$ cat config.mk
export PLATFORM = sky130hd
export DESIGN_NAME = bcd_conv_seq_flat
export DESIGN_NICKNAME = d
export VERILOG_FILES = /design/src/rtl/bcd_conv_if.sv /design/src/rtl/bcd_conv_seq.sv /design/src/flat_wrapper.sv
export SDC_FILE = /design/constraint.sdc
export NUM_CORES = 1
export LEC_CHECK = 0
export ABC_AREA = 1
export ABC_CLOCK_PERIOD_IN_PS = 1700
export CORE_MARGIN = 1
export CORE_UTILIZATION = 56
export DETAILED_ROUTE_END_ITERATION = 10
export GPL_ROUTABILITY_DRIVEN = 0
export PLACE_DENSITY = 0.79
export REMOVE_ABC_BUFFERS = 1
export SLEW_MARGIN = 20
export SYNTH_ARGS = -nofsm -noshare
export SYNTH_HDL_FRONTEND = slang
export SYNTH_SLANG_ARGS = --single-unit
$ cat constraint.sdc
create_clock -name clk -period 1.7 [get_ports clk]
set_clock_uncertainty 0.2 [all_clocks]
set_input_delay 0.255 -clock clk [delete_from_list [all_inputs] [get_ports clk]]
set_output_delay 0.255 -clock clk [all_outputs]
set_load 0.005 [all_outputs]
$ cat src/rtl/bcd_conv_if.sv
// Handshake/result bundle for bcd_conv_seq.
//   start : request a conversion of acc (master -> slave)
//   acc   : 11-bit signed two's-complement value (master -> slave)
//   busy  : conversion in progress (slave -> master)
//   done  : one-cycle pulse, bcd/neg/ovf just updated (slave -> master)
//   bcd   : magnitude digits {hundreds, tens, ones} (slave -> master)
//   neg   : sign of converted value (slave -> master)
//   ovf   : magnitude exceeded 999 (slave -> master)
interface bcd_conv_if;
  logic        start;
  logic [10:0] acc;
  logic        busy;
  logic        done;
  logic [11:0] bcd;
  logic        neg;
  logic        ovf;

  modport master (output start, acc, input busy, done, bcd, neg, ovf);
  modport slave  (input start, acc, output busy, done, bcd, neg, ovf);
endinterface

$ cat src/rtl/bcd_conv_seq.sv
// Sequential signed binary -> BCD converter (shift-and-add-3).
// A conversion takes 13 edges: sample, 11 shifts, load. Results hold
// until the next load or reset.
// Ports:
//   clk  : rising-edge clock
//   rst  : asynchronous active-high reset
//   bus  : bcd_conv_if.slave (start/acc in; busy/done/bcd/neg/ovf out)
// Build option:
//   BCD_RANGE_CHK_EN defined   -> magnitudes above 999 saturate bcd to 999
//                                 and raise ovf.
//   BCD_RANGE_CHK_EN undefined -> thousands digit is dropped, ovf stays 0.
module bcd_conv_seq (
  input  logic       clk,
  input  logic       rst,
  bcd_conv_if.slave  bus
);
  typedef enum logic [1:0] {IDLE, SHIFT, LOAD} state_t;

  state_t      state;
  logic [10:0] mag;
  logic [15:0] scratch;   // thousands nibble only feeds ovf/saturation
  logic [3:0]  cnt;
  logic        neg_r;
  logic        busy_r, done_r, neg_o, ovf_o;
  logic [11:0] bcd_o;

  logic [15:0] adj;
  logic [10:0] acc_abs;

  // -1024 negates to itself as an 11-bit pattern, which read unsigned is 1024.
  assign acc_abs = bus.acc[10] ? (~bus.acc + 11'd1) : bus.acc;

  // Add-3 correction applied before every shift.
  always_comb begin
    adj = scratch;
    for (int i = 0; i < 4; i++)
      if (scratch[4*i +: 4] >= 4'd5) adj[4*i +: 4] = scratch[4*i +: 4] + 4'd3;
  end

  always_ff @(posedge clk or posedge rst) begin
    if (rst) begin
      state   <= IDLE;
      mag     <= '0;
      scratch <= '0;
      cnt     <= '0;
      neg_r   <= 1'b0;
      busy_r  <= 1'b0;
      done_r  <= 1'b0;
      bcd_o   <= '0;
      neg_o   <= 1'b0;
      ovf_o   <= 1'b0;
    end else begin
      done_r <= 1'b0;
      case (state)
        IDLE: begin
          if (bus.start) begin
            mag     <= acc_abs;
            neg_r   <= bus.acc[10];
            scratch <= '0;
            cnt     <= 4'd11;
            busy_r  <= 1'b1;
            state   <= SHIFT;
          end
        end
        SHIFT: begin
          {scratch, mag} <= {adj[14:0], mag, 1'b0};
          cnt            <= cnt - 4'd1;
          if (cnt == 4'd1) state <= LOAD;
        end
        LOAD: begin
`ifdef BCD_RANGE_CHK_EN
          if (scratch[15:12] != 4'd0) begin
            bcd_o <= 12'h999;
            ovf_o <= 1'b1;
          end else begin
            bcd_o <= scratch[11:0];
            ovf_o <= 1'b0;
          end
`else
          bcd_o <= scratch[11:0];
          ovf_o <= 1'b0;
`endif
          // A zero magnitude is never reported as negative.
          neg_o  <= neg_r & (scratch != 16'd0);
          done_r <= 1'b1;
          busy_r <= 1'b0;
          state  <= IDLE;
        end
        default: state <= IDLE;
      endcase
    end
  end

  assign bus.busy = busy_r;
  assign bus.done = done_r;
  assign bus.bcd  = bcd_o;
  assign bus.neg  = neg_o;
  assign bus.ovf  = ovf_o;
endmodule

$ cat src/flat_wrapper.sv
// flat-port wrapper written by rule: the top's interface ports become plain ports
module bcd_conv_seq_flat 
  (clk, rst, bus_start, bus_acc, bus_busy, bus_done, bus_bcd, bus_neg, bus_ovf);
  bcd_conv_if bus_i ();
  input  logic clk;
  input  logic rst;
  input wire logic [$bits(bus_i.start)-1:0] bus_start;
  input wire logic [$bits(bus_i.acc)-1:0] bus_acc;
  output wire logic [$bits(bus_i.busy)-1:0] bus_busy;
  output wire logic [$bits(bus_i.done)-1:0] bus_done;
  output wire logic [$bits(bus_i.bcd)-1:0] bus_bcd;
  output wire logic [$bits(bus_i.neg)-1:0] bus_neg;
  output wire logic [$bits(bus_i.ovf)-1:0] bus_ovf;
  assign bus_i.start = bus_start;
  assign bus_i.acc = bus_acc;
  assign bus_busy = bus_i.busy;
  assign bus_done = bus_i.done;
  assign bus_bcd = bus_i.bcd;
  assign bus_neg = bus_i.neg;
  assign bus_ovf = bus_i.ovf;
  bcd_conv_seq u_core (.clk(clk), .rst(rst), .bus(bus_i));
endmodule
==> flow_metrics.py, run 1 <==
metrics = {
    "drt": {
        "via_per_inst": 5.35,
        "antenna_left": 0,
        "vias": 2215,
        "drt-initial-drc-count": 154,
        "wl_per_cell_um": 12.5,
        "drt_first_pass_iters": 4,
        "drc": 0,
        "routed_wl_um": 5190,
    },
    "hold_path": {
        "hp-class": "in2async",
    },
    "timing": {
        "hold_slack_ns": 0.0942,
        "final.min_clock_period_ns": 1.65,
        "setup_tns_ns": 0,
        "period_share_pct": 97.3,
        "finalSetupViolations": 0,
        "hold_viol_final": 0,
        "slew_violations": 0,
        "max_freq_mhz": 605,
        "layout_setup_ws_ns": 0.0461,
    },
    "global_routing": {
        "grt_max_degree": 50,
        "antenna_found_initial": 0,
        "grt_pass1_vias": 2010,
        "grt_pass1_wl_um": 8660,
        "track_usage_pct": 22.0,
        "gr-total-overflow": 0,
    },
    "die": {
        "rows": 24,
        "die_x_um": 70.2,
        "pin_count": 30,
        "initial_utilization_pct": 59.1,
        "core_um2": 4410,
        "die_y_um": 70.2,
        "die-area_um2": 4930,
    },
    "clocking": {
        "cts.sinks": 49,
        "htree_levels": 2,
        "clk_root_buffer_cell": "clkbuf_8",
        "cts_tree": "yes",
        "cts_buffers": 5,
        "clk_latency_ns": 0.31,
        "clk_pin_slew_worst_paths_ns": 0.09,
        "ctsHoldBuffers": 0,
        "clock_path_buffers": 2,
    },
    "finish": {
        "antenna_cells": 0,
        "drive_above_1_share_pct": 12.4,
        "final_area_um2": 3120,
        "syn_to_final_growth_pct": 19.5,
        "layout.cells.non_filler": 414,
        "multiInputGateArea_um2": 1170,
        "register_area_um2": 1230,
        "nets": 389,
        "final_core_util_pct": 70.6,
        "nFillCells": 344,
    },
    "critical_path": {
        "worstSetupPathType": "reg2reg",
        "cp-endpoint": "u_core.scratch[12]",
        "rr_worst_depth": 7,
        "regToRegSetupSlack_ns": 0.05,
        "r2r_end": "u_core.scratch[12]",
        "worstPathArrival_ns": 1.64,
        "critPathCaptureType": "flip-flop",
        "crit_start": "u_core.scratch[8]",
        "critPathLaunchType": "flip-flop",
        "r2r-start": "u_core.scratch[8]",
        "path_max_fanout": 3,
        "required_ns": 1.69,
    },
    "synthesis": {
        "synth_xor_area_share_pct": 0.672,
        "synth-compound-area-share_pct": 14.3,
        "ys_seq_area_share_pct": 47.0,
        "synthMuxAreaShare_pct": 0,
        "yosysMostFrequentCell": "nand2_1",
        "yosysTopAreaCell": "dfrtp_1",
        "syn_inst": 320,
        "synth_top_family_by_area": "simple AND/OR/NAND/NOR gates",
        "ys.flop_type": "dfrtp_1",
        "synth-seq-cells": 49,
        "syn_area_um2": 2610,
        "synth_warnings": 0,
        "synth.area.top_cells": "dfrtp_1 (47%), nand2_1 (12%), o21ai_0 (7.1%)",
        "synth.top_cells.by_count": "nand2_1 (80), dfrtp_1 (49), inv_1 (41)",
        "async_flop_share_pct": 100,
        "netlist.area_leader.share_pct": 47.0,
        "syn_avg_cell_area_um2": 8.15,
        "synth-edff-count": 0,
        "ys_types": 27,
        "yosys.area_share.adder_pct": 6.72,
        "synthSimpleGateAreaFrac_pct": 21.7,
    },
    "placed_design": {
        "dpl_worst_slack_ns": -0.209,
        "port_buffers": 28,
        "dpl.cell_count": 400,
        "dpl.hpwl_um": 3430,
        "place_area_um2": 2960,
    },
    "status": {
        "outcome": "complete, no violations",
    },
    "pwr": {
        "power.total_mw": 5.01,
        "leakage_nw": 1.56,
        "power.density_nw_per_um2": 1610,
        "ir_worst_vdd_mv": 0.727,
    },
    "job": {
        "cap_violations": 0,
    },
}
-- layout make-up --
cell class,instances,share of cell area (%)
flip-flops and latches,49,39.3
multi-input cells,217,37.4
repair buffers,43,13.0
inverters,45,5.50
clock buffers,6,2.33
well taps,52,2.09
clock inverters,2,0.321
-- layer usage --
layer	vias up	global-route usage, %	wire, µm
met1	1037	26.4	2280
met5	-	0	0
met2	53	39.7	2680
li1	1118	-	-
met4	0	7.33	70
met3	7	3.90	163
-- repair_timing --
item                       4_1_cts  5_1_grt
gates resized for setup          0       17
setup buffers                    0        6
setup endpoints to repair        0       10
-- worst max-delay path: stages, from the launching register on --
cell and delay [ns]:
dfrtp_1 0.40, buf_4 0.15, ha_1 0.21, nor2_2 0.14, buf_4 0.13, nor2_1 0.03, o211ai_1 0.18, o21ai_0 0.11
-- sequential cells by signal, indices dropped and copies added (netlist names) --
signal	flops
u_core.cnt	4
u_core.bus.neg	1
u_core.neg_r	1
u_core.bus.bcd	12
u_core.mag	11
u_core.scratch	16
u_core.bus.done	1
u_core.bus.busy	1
u_core.state	2
-- how the worst min path moves through the flow --
stage / startpoint / to / slack, ns
2_1_floorplan: bus_acc[10] / u_core.neg_r / 0.18
3_3_place_gp: u_core.bus.busy / u_core.bus.busy / 0.25
3_5_place_dp: u_core.bus.busy / u_core.bus.busy / 0.26
4_1_cts: rst / u_core.bus.neg / 0.10
5_1_grt: rst / u_core.bus.neg / 0.14
6_report: rst / u_core.bus.neg / 0.09
-- cells by family after synthesis --
logic type,Yosys count
AOI/OAI and AO/OA,64
adders and majority gates,14
buffers and inverters,54
and+or+nand+nor,136
xor gates and xnor gates,2
DFF,49
other,1
-- cell usage in the layout, fill, tap and decap left out, types with 2 or more instances in the layout --
cell             synthesis  layout
a21oi_1                  6       6
a22oi_1                  8       8
a22oi_2                  2       2
buf_4                    4      14
clkbuf_8                 0       5
clkdlybuf4s50_1          0      28
clkinv_2                 0       2
dfrtp_1                 49      49
ha_1                    14      12
inv_1                   41      34
inv_2                    3      10
nand2_1                 80      80
nand2_4                  2       2
nand3_1                 18      18
nand4_1                  4       4
nor2_1                  27      23
nor2_2                   0       4
nor3_1                   4       3
o211ai_1                 2       2
o21ai_0                 37      34
o21ai_1                  3       6
o22ai_1                  3       3
xor2_1                   2       2
-- power breakdown --
group	internal [mW]	total [mW]	switching, mW
sequential	1.65	1.97	0.319
clock	0.286	0.668	0.382
combinational	1.04	2.38	1.34
No activity file was read; power rests on OpenSTA's default activity.
==> run 2, diff against run 1 <==
- CTS_CLUSTER_DIAMETER: not set -> 60
==> results of run 2 <==
Same layout as run 1: the final DEF is identical, and so are final timing and power.
==> run 3, diff against run 2 <==
- ABC_CLOCK_PERIOD_IN_PS: 1700 -> not set
==> results of run 3 <==
Same layout as run 1: the final DEF is identical, and so are final timing and power.
